`config.mk`:
```
export PLATFORM = sky130hd
export DESIGN_NAME = verificador_paridade_par
export DESIGN_NICKNAME = d
export VERILOG_FILES = /design/src/rtl/verificador_paridade_par.sv
export SDC_FILE = /design/constraint.sdc
export NUM_CORES = 1
export LEC_CHECK = 0
export BUFFER_PORTS_ARGS = -buffer_cell sky130_fd_sc_hd__buf_2
export CORE_UTILIZATION = 55
export CTS_CLUSTER_SIZE = 16
export DETAILED_ROUTE_END_ITERATION = 7
export PLACE_DENSITY = 0.77
export SYNTH_ARGS = -nofsm -noshare
export SYNTH_HDL_FRONTEND = slang
export SYNTH_SLANG_ARGS = --single-unit
```
`constraint.sdc`:
```
create_clock -name clk -period 1.85 [get_ports clk]
set_input_delay 0.185 -clock clk [delete_from_list [all_inputs] [get_ports clk]]
set_output_delay 0.185 -clock clk [all_outputs]
set_load 0.02 [all_outputs]
```
`src/rtl/verificador_paridade_par.sv`:
```
`timescale 1ns/1ps
`default_nettype none
// ============================================================================
// Module   : verificador_paridade_par
// Purpose  : Receive end of the serial even-parity link. Deframes a serial
//            stream (start bit, DATA_W data bits LSB first, even-parity bit,
//            stop bit), checks parity and the stop bit, and presents the
//            parallel word with error flags plus a saturating bad-frame count.
// Ports    : clk        - rising-edge clock
//            reset      - asynchronous active-low reset (0 = reset)
//            in_bit     - serial line bit
//            in_valid   - in_bit is sampled only when this is 1
//            data_out   - last received word, held until the next frame ends
//            data_valid - one-cycle pulse: frame ended, outputs updated
//            parity_err - last frame failed the even-parity check (held)
//            frame_err  - last frame had a 0 stop bit (held)
//            err_count  - saturating count of frames with any error
//            busy       - 1 whenever the receiver is not idle
// Revision : 1.0 - initial release
// ============================================================================
module verificador_paridade_par #(
   parameter int DATA_W    = 8,
   parameter int ERR_CNT_W = 8
) (
   input  logic                 clk,
   input  logic                 reset,
   input  logic                 in_bit,
   input  logic                 in_valid,
   output logic [DATA_W-1:0]    data_out,
   output logic                 data_valid,
   output logic                 parity_err,
   output logic                 frame_err,
   output logic [ERR_CNT_W-1:0] err_count,
   output logic                 busy
);

   // Bit counter only has to address data bit positions 0..DATA_W-1.
   localparam int                 c_CNT_W = (DATA_W > 1) ? $clog2(DATA_W) : 1;
   localparam logic [c_CNT_W-1:0] c_LAST  = c_CNT_W'(DATA_W - 1);
   localparam logic               c_PAR   = 1'b0;   // even ones seen so far
   localparam logic               c_IMPAR = 1'b1;   // odd ones seen so far

   typedef enum logic [1:0] {
      IDLE   = 2'b00,
      DATA   = 2'b01,
      PARITY = 2'b10,
      STOP   = 2'b11
   } state_t;

   state_t               r_state;
   state_t               w_next_state;
   logic [c_CNT_W-1:0]   r_cnt;
   logic [DATA_W-1:0]    r_shift;
   logic                 r_parity;
   logic                 r_perr;

   // ------------------------------------------------------------------------
   // State register
   // ------------------------------------------------------------------------
   always_ff @(posedge clk or negedge reset) begin
      if (!reset) begin
         r_state <= IDLE;
      end else begin
         r_state <= w_next_state;
      end
   end

   // ------------------------------------------------------------------------
   // Next-state logic: the FSM only advances on cycles carrying a line bit.
   // ------------------------------------------------------------------------
   always_comb begin
      w_next_state = r_state;
      if (in_valid) begin
         unique case (r_state)
            IDLE:    w_next_state = in_bit ? IDLE : DATA;
            DATA:    w_next_state = (r_cnt == c_LAST) ? PARITY : DATA;
            PARITY:  w_next_state = STOP;
            STOP:    w_next_state = IDLE;
            default: w_next_state = IDLE;
         endcase
      end
   end

   assign busy = (r_state != IDLE);

   // ------------------------------------------------------------------------
   // Datapath: shift register, running parity, result registers, counter.
   // ------------------------------------------------------------------------
   always_ff @(posedge clk or negedge reset) begin
      if (!reset) begin
         r_cnt      <= '0;
         r_shift    <= '0;
         r_parity   <= c_PAR;
         r_perr     <= 1'b0;
         data_out   <= '0;
         data_valid <= 1'b0;
         parity_err <= 1'b0;
         frame_err  <= 1'b0;
         err_count  <= '0;
      end else begin
         data_valid <= 1'b0;
         if (in_valid) begin
            case (r_state)
               IDLE: begin
                  if (!in_bit) begin
                     r_cnt    <= '0;
                     r_parity <= c_PAR;
                  end
               end
               DATA: begin
                  r_shift[r_cnt] <= in_bit;
                  if (in_bit) begin
                     r_parity <= ~r_parity;
                  end
                  r_cnt <= r_cnt + c_CNT_W'(1);
               end
               PARITY: begin
                  // Total ones including the parity bit must be even.
                  r_perr <= (r_parity == c_IMPAR) ^ in_bit;
               end
               STOP: begin
                  // Bad frames are still delivered, just flagged.
                  data_out   <= r_shift;
                  parity_err <= r_perr;
                  frame_err  <= ~in_bit;
                  data_valid <= 1'b1;
                  if ((r_perr || !in_bit) && (err_count != {ERR_CNT_W{1'b1}})) begin
                     err_count <= err_count + ERR_CNT_W'(1);
                  end
               end
               default: ;
            endcase
         end
      end
   end

endmodule
`default_nettype wire

```
==> key figures <==
Setup path
  • R2R depth: 4
  • Crit path DAT: roughly 1.9 ns
  • Startpoint Class: flip-flop
  • R2R setup slack: 0.20 ns
  • Worst-path fanout max: 12
  • WS Path Type: flip-flop to flip-flop
  • Critical path required time: 2.09 ns
  • Reg-to-reg endpoint: err_count[7]
  • Crit end category: flip-flop

Die
  • DIE WIDTH: between 50 and 60 um
  • Starting Density: 0.5789
  • Core Area: 2734 um^2
  • Die area: about 3100 um^2
  • # rows: 19
  • Die height: roughly 56 um
  • I/O Pins: 24

STA
  • Period utilization: 0.8925
  • Slew margin rel.: 0.5090
  • Setup tns final: 0 ns
  • Clk_skew: 0.006836 ns
  • Slew Limit Fails: 0
  • Max frequency: 605.6 MHz
  • Worst-Margin Slew: 0.7365 ns
  • Post-layout minimum cycle time: ~1.7 ns
  • Final setup violation count: 0
  • Unrepaired setup endpoints after global routing: no
  • Final count of hold timing violations: 0

Routing
  • Detailed Route WL: 2.812 mm
  • Detailed-router iteration count before antenna repair: 4
  • Wire per inst: about 15 um
  • # DRC: 0
  • Via density: around 5.6
  • DR iter-0 viols: 15
  • Post-route ant nets: 0
  • Vias: 1,063

Global routing
  • Antenna violations before repair: 0
  • GR Util All Layers: 0.2137
  • Pin count of the biggest net entering global routing: 35
  • First-pass GRT wire length: between 4 and 5 mm
  • Vias in the first global route: 1,087
  • Total gr overflow: 0

Final layout
  • # nets final: approximately 170
  • Fin util: 0.6654
  • Layout area overhead: 14.94%
  • N_diodes: 0
  • Final instance area: 1819 um^2
  • Share of layout cells above drive strength 1: 0.3188

Power and ir drop
  • Leakage: slightly above 0.0009 uW
  • Worst VDD drop: 0.0009746 V
  • Pwr/cell area: ~1300 nW/um^2

Min path
  • HP Start: in_bit
  • HP Class: input port to flip-flop
  • Worst hold stages: 2
  • Min-Delay Endpoint: frame_err

Logic synthesis
  • Synth top area share: 0.5375
  • Area leader, netlist: dfrtp_1
  • Async SR Flop Fraction: 1.000
  • Synth Net Count: 138
  • Syn_area_per_cell: ~12 um^2
  • Post-synth EDFFs: 0
  • Leading cell type by number of instances after synthesis: dfrtp_1
  • Top cells by count, synth: dfrtp_1 (34), mux2_1 (13), nand2_1 (8), o21ai_0 (8), mux2_2 (7)
  • Top cells by area, synth: dfrtp_1 (54%), mux2_1 (9.2%), mux2_2 (5.0%)
  • Mapped Cells: ~130
  • Yosys warnings: 0
  • Seq/Total Area, Yosys: 0.5375
  • Top FF cell, synth: dfrtp_1
  • Synth unique cells: 34
  • Mapped Area: between 1500 and 2000 um^2
  • Number of synthesized register bits: 34

Clock tree
  • CTS max path bufs: 2
  • Clk_lat worst skew: 0.34 ns
  • Total CTS buffers: 5
  • Setup bufs post-CTS: 0
  • Clock Sinks: 34
  • H-tree levels: 2
  • TritonCTS clock tree: done
  • Root buf cell: clkbuf_4
  • Number of buffers added to fix hold violations after cts: 1
  • Post_cts resized: 0
  • Reg clk slew, reported paths: 0.10 ns

Placed design
  • GPL Wtd Cong: 0.8141
  • IO Port Bufs: 23
  • Placed cell areas: 1730 um^2
  • DPL Wire Length: 1.966 mm

Flow run
  • Max cap viols: 0

Run status
  • Status: finished clean
==> metrics by stage <==
| stage | hold WS (ns) | instances | setup slack [ns] | total power [uW] |
|---|---|---|---|---|
| after detailed placement | 0.2888 | 182 | 0.2276 | 1954 |
| after CTS | 0.1607 | 191 | 0.2001 | 2466 |
| after global placement | 0.2824 | 182 | 0.2592 | 1914 |
| after global routing | 0.1851 | 191 | 0.07463 | 2594 |
| final | 0.1735 | 191 | 0.1988 | 2442 |
| after floorplan | -0.1106 | 131 | 0.2855 | 1724 |
==> report_power, final <==
group | internal [uW] | switching, uW | leakage [uW]
Clock | 259 | 242 | 0.0000446
Combinational | 335 | 389 | 0.000420
Sequential | 980 | 237 | 0.000449
==> worst max path at each step <==
| stage | startpoint | to | slack (ns) | cells after the start |
|---|---|---|---|---|
| after detailed placement | flip-flop | r_shift[3] | 0.23 | 4 |
| after CTS | flip-flop | err_count[7] | 0.20 | 4 |
| after floorplan | err_count[0] | err_count[1] | 0.29 | 4 |
| after global routing | flip-flop | err_count[7] | 0.07 | 4 |
| after global placement | flip-flop | err_count[7] | 0.26 | 4 |
| final | flip-flop | err_count[7] | 0.20 | 4 |
==> sequential cells by signal, indices dropped and copies added, names as in the netlist, named ones only <==
name	flops
parity_err	1
data_out	8
data_valid	1
err_count	8
r_cnt	3
frame_err	1
r_perr	1
r_parity	1
r_shift	8
r_state	1
==> routing by layer <==
metal	vias to the layer above	track usage	routed length (um)
li1	516	-	-
met1	517	0.2690	1285
met2	24	0.3322	1338
met3	6	0.06977	120
met4	0	0.1071	68
met5	-	0	0
==> layout by cell type, fill, tap and decap left out, drive strengths merged <==
| master | netlist | final |
|---|---|---|
| nor3b | 2 | 2 |
| a22o | 2 | 2 |
| nand3b | 2 | 2 |
| or2 | 1 | 1 |
| mux2 | 20 | 20 |
| dfrtp | 34 | 34 |
| ha | 3 | 3 |
| o31ai | 1 | 1 |
| o21a | 2 | 2 |
| nand4 | 3 | 3 |
| buf | 4 | 26 |
| nor2b | 2 | 2 |
| o21ai | 10 | 10 |
| a21oi | 2 | 2 |
| nor2 | 3 | 3 |
| inv | 4 | 4 |
| and2 | 1 | 1 |
| clkbuf | 2 | 8 |
| and3b | 1 | 1 |
| nand2b | 3 | 3 |
| nand2 | 11 | 11 |
| and3 | 1 | 1 |
| dlygate4sd3 | 0 | 1 |
| nor3 | 5 | 5 |
| o211ai | 1 | 1 |
| xnor2 | 3 | 3 |
| nand3 | 7 | 7 |
| a21o | 1 | 1 |
==> layout make-up <==
cell class,instances,area (um^2)
fillers,201,914.6
flip-flops and latches,34,850.8
multi-input cells,87,688.2
repair buffers,27,147.6
clock buffers,8,78.83
well taps,31,38.79
inverters,4,15.01
==> kinds of logic (layout without fill, tap and decap cells) <==
kind of cell,Yosys count,after routing,share of synthesized area
adder cells (fa/ha/maj),3,3,0.02372
multiplexers,20,20,0.1423
AND/OR/NAND/NOR,42,42,0.1795
XOR/XNOR,3,3,0.01660
flip-flops,34,34,0.5376
buffers and inverters,10,39,0.02767
AO/OA/AOI/OAI,19,19,0.07273
==> worst max-delay path: stages (launching register included) <==
cell and delay, ns:
dfrtp_1 0.62, nand3_4 0.20, nor3_4 0.26, nand4_1 0.14
mux2_1 0.32
No activity file was read; power rests on OpenSTA's default activity.
